--- src/rtl/mmu_skew_feeder.sv ---
// rtl/mmu_skew_feeder.sv - tile buffer that feeds the MMU west edge with a diagonal skew
// Loads an NxN tile row by row, then streams lane r delayed r cycles behind lane 0.
module mmu_skew_feeder #(
  parameter int N = 4,
  parameter int W = 16
) (
  input  logic           clk,
  input  logic           rst,
  input  logic           in_valid,
  output logic           in_ready,
  input  logic [W*N-1:0] in_row,
  input  logic           stall,
  output logic [W*N-1:0] lane_data,
  output logic [N-1:0]   lane_valid,
  output logic           busy,
  output logic           done
);

  localparam int CW = $clog2(N);
  localparam int SW = $clog2(2*N-1) + 1;
  localparam logic [SW-1:0] LAST_STEP = SW'(2*N-2);
  localparam logic [CW-1:0] LAST_ROW  = CW'(N-1);

  typedef enum logic [1:0] {S_LOAD, S_STREAM, S_DONE} state_t;

  state_t          state;
  logic [CW-1:0]   row_cnt;
  logic [SW-1:0]   step;
  logic [W-1:0]    mem [N][N];
  logic [W*N-1:0]  nxt_data;
  logic [N-1:0]    nxt_valid;

  // Buffer has no reset: contents only matter after a full tile is written.
  always_ff @(posedge clk) begin
    if (state == S_LOAD && in_valid) begin
      for (int c = 0; c < N; c++) begin
        mem[row_cnt][c] <= in_row[W*c +: W];
      end
    end
  end

  // Lane r is live while step lies in [r, r+N-1]; compares avoid any negative wrap.
  for (genvar r = 0; r < N; r++) begin : g_lane
    logic          hit;
    logic [CW-1:0] col;
    assign hit = (step >= SW'(r)) && (step < SW'(r + N));
    assign col = CW'(step - SW'(r));
    assign nxt_valid[r]          = hit;
    assign nxt_data[W*r +: W]    = hit ? mem[r][col] : '0;
  end

  always_ff @(posedge clk or posedge rst) begin
    if (rst) begin
      state      <= S_LOAD;
      row_cnt    <= '0;
      step       <= '0;
      in_ready   <= 1'b1;
      busy       <= 1'b0;
      done       <= 1'b0;
      lane_data  <= '0;
      lane_valid <= '0;
    end else begin
      case (state)
        S_LOAD: begin
          done     <= 1'b0;
          busy     <= 1'b0;
          in_ready <= 1'b1;
          if (in_valid) begin
            if (row_cnt == LAST_ROW) begin
              row_cnt  <= '0;
              step     <= '0;
              state    <= S_STREAM;
              in_ready <= 1'b0;
              busy     <= 1'b1;
            end else begin
              row_cnt <= row_cnt + CW'(1);
            end
          end
        end
        S_STREAM: begin
          if (!stall) begin
            lane_data  <= nxt_data;
            lane_valid <= nxt_valid;
            step       <= step + SW'(1);
            if (step == LAST_STEP) state <= S_DONE;
          end
        end
        S_DONE: begin
          // busy stays high through the done cycle and drops with it.
          lane_data  <= '0;
          lane_valid <= '0;
          done       <= 1'b1;
          in_ready   <= 1'b1;
          state      <= S_LOAD;
        end
        default: state <= S_LOAD;
      endcase
    end
  end

endmodule

--- config.mk ---
export PLATFORM = sky130hd
export DESIGN_NAME = mmu_skew_feeder
export DESIGN_NICKNAME = d
export VERILOG_FILES = /design/src/rtl/mmu_skew_feeder.sv
export SDC_FILE = /design/constraint.sdc
export NUM_CORES = 1
export LEC_CHECK = 0
export BUFFER_PORTS_ARGS = -buffer_cell sky130_fd_sc_hd__buf_2
export CAP_MARGIN = 20
export CORE_MARGIN = 2
export CORE_UTILIZATION = 52
export CTS_CLUSTER_DIAMETER = 100
export DETAILED_ROUTE_END_ITERATION = 16
export GPL_ROUTABILITY_DRIVEN = 0
export PLACE_DENSITY = 0.72
export SETUP_SLACK_MARGIN = 0.15
export SLEW_MARGIN = 20
export SYNTH_ARGS = -nofsm -noshare
export SYNTH_HDL_FRONTEND = slang
export SYNTH_SLANG_ARGS = --single-unit
--- constraint.sdc ---
create_clock -name clk -period 3.2 [get_ports clk]
set_input_delay 0.16 -clock clk [delete_from_list [all_inputs] [get_ports clk]]
set_output_delay 0.16 -clock clk [all_outputs]
set_load 0.01 [all_outputs]
==> metrics <==
slack of the critical path=0.761 ns; Unique masters post-synth=33; pin count of the biggest net entering global routing=65; Antenna Diode Count=0; first-pass GRT wire length=39.1 mm; Core Box Area=23300 sq um; Initial Util=0.526; TritonCTS clock tree=built; syn nets=630; Synth Warn #=0; # DRC=0; hold path depth=3; Site Rows=56; final WL=26.0 mm; detailed placer's ending HPWL=15.5 mm; Post-Layout Cell Count=1119; Fmax=0.410 GHz; r2r setup slk=0.76 ns; predominant post-synthesis flop cell=edfxtp_1; initial antenna violation count=0; asr flop ratio synth=0.236; Wirelength per Cell=23.2 microns; class of the worst hold path=primary input to flop; Power Total=13.1 mW; Post-CTS Resized=0; H-tree depth=1; syn avg cell area=22.1 sq um; vias per cell=5.67; post-synthesis instance area=12300 sq um; Worst Hold Launch=in_valid; Hold WS=0.0784 ns; Data arrival, critical path=2.61 ns; final setup skew=0.0183 ns; final-stage net count=850; CP Launch Type=flop; flops & latches, synth=335; outcome=finished clean; Area growth syn-to-layout=22.8%; CP required=3.37 ns; Setup crit start=state[1]; final period utilization=0.762; RSZ-0062 raised after global routing=false; Chip Height=158 microns; Leak=5.64 nW; worst-skew pair later-pin latency=0.56 ns; post-layout minimum cycle time=2.44 ns; setup bufs post-CTS=0; Root Buffer=clkbuf_16; layout cells sized above 1=0.355; Slew Viols, Final=0; register area share after synthesis=0.788; EDFF count, synth=256; die area=24800 sq um; Post-Synthesis Cells=555; antenna viol nets, final=0; pre-CTS setup slack=0.785 ns; final instance area=15100 sq um; layout filler cell count=1566; Chip Width=158 microns; placed insts=994; DR iter-0 viols=503; final hold vios=0; reg2reg path depth=2; nature of the critical path endpoint=flop; vias in the first global route=6710; final setup fails=0; Max VDD drop=0.505 mV; I/O pin count=139; Setup CP Type=flop to flop; end of the worst register-to-register path=mem[1][15]; max_cap viols=0; hold endpoint=busy; power per cell area=872 nW/um^2; Clock Tree Buf Depth=3; clock sink count=335; cts bufs inserted=31; total vias in the final route=6345; GRT Total Usage=0.212; Setup TNS=0 ns; start of the worst register-to-register path=state[1]; Clk pin slew, worst setup/hold paths=0.07 ns; Final Util=0.645; number of buffers added on ports=138; Worst Max-Slew Pin Slew=0.955 ns; gr ovfl total=0; dpl cell area=13400 sq um; Crit Path Max Fanout=64; relative slew slack=0.362; First-pass DRT Iterations=5
[critical path, stage by stage (launching register included)]
cell and delay (ns):
dfrtp_1 0.48, nor3b_1 0.66, and2_4 0.88
[where the power goes]
part / total, mW / leakage (nW) / switching [mW] / internal (mW)
combinational: 3.56 / 1.80 / 1.84 / 1.71
sequential: 5.88 / 3.35 / 0.407 / 5.48
clock: 3.70 / 0.491 / 1.57 / 2.12
total: 13.1 / 5.64 / 3.82 / 9.31
[layout make-up]
type                       count  area (sq um)  area share
sequential                   335          9670       0.642
multi-input combinational    182          2430       0.162
timing repair buffer         218          1500      0.0994
clock buffer                  35           801      0.0532
tap                          319           399      0.0265
clock inverter                23           233      0.0155
inverter                       7          27.5     0.00183
[logic make-up (layout without fill, tap and decap cells)]
kind of cell,after synthesis,in the layout,share of synthesized area
AO/OA/AOI/OAI,82,82,0.0547
flip-flops,335,335,0.788
XOR/XNOR,2,2,0.00143
AND/OR/NAND/NOR,26,26,0.0149
adder cells (fa/ha/maj),7,7,0.00714
buffers and inverters,38,283,0.0151
multiplexers,65,65,0.118
[Yosys cell counts (all sizes together) (4+ instances only)]
library cell	number	area share
a21o	4	0.0024
a21oi	5	0.0020
ha	7	0.0071
a22o	64	0.046
inv	7	0.0021
clkbuf	13	0.0040
mux4	64	0.12
o21ai	5	0.0020
nand2	6	0.0018
buf	18	0.0090
nor2	6	0.0033
edfxtp	256	0.63
dfrtp	78	0.16
[registers in the layout, indices dropped and copies added (netlist names)]
name,count
in_ready,1
mem,256
step,4
lane_valid,4
done,1
state,2
busy,1
lane_data,64
row_cnt,2
[worst max path at each step]
stage | depth (start not counted) | end | slack (ns)
after global routing | 2 | mem[1][40] | 0.62
after CTS | 2 | mem[1][11] | 0.76
after global placement | 2 | mem[1][39] | 0.95
after floorplan | 3 | mem[0][0] | 0.29
final | 2 | mem[1][15] | 0.76
after detailed placement | 2 | mem[1][27] | 0.79
[cells in the final DEF, fill, tap and decap left out, drive strengths merged, types with 2 or more instances in the layout]
cell type    Yosys  routed
mux4            64      64
buf             18     151
ha               7       7
dlygate4sd3      0      67
o21ai            5       5
a21oi            5       5
and2             3       3
xnor2            2       2
nor3b            3       3
nor2             6       6
clkinv           0      12
edfxtp         256     256
dfrtp           78      78
clkbuf          13      35
clkinvlp         0       7
bufinv           0       4
inv              7       7
o21a             2       2
nand4bb          2       2
nand2            6       6
a21o             4       4
a22o            64      64
[layer usage]
| metal | up-vias | track usage | share of wire |
|---|---|---|---|
| met4 | 0 | 0.0628 | 0.024 |
| met3 | 47 | 0.0264 | 0.050 |
| met5 | - | 0 | 0 |
| li1 | 2732 | - | - |
| met1 | 3350 | 0.288 | 0.40 |
| met2 | 216 | 0.365 | 0.52 |
[repair_timing]
item | in CTS | in global routing
hold buffers | 67 | 0
endpoints found under the setup margin | 0 | 0
hold endpoints to repair | 293 | 0
(Power assumes the default switching activity.)
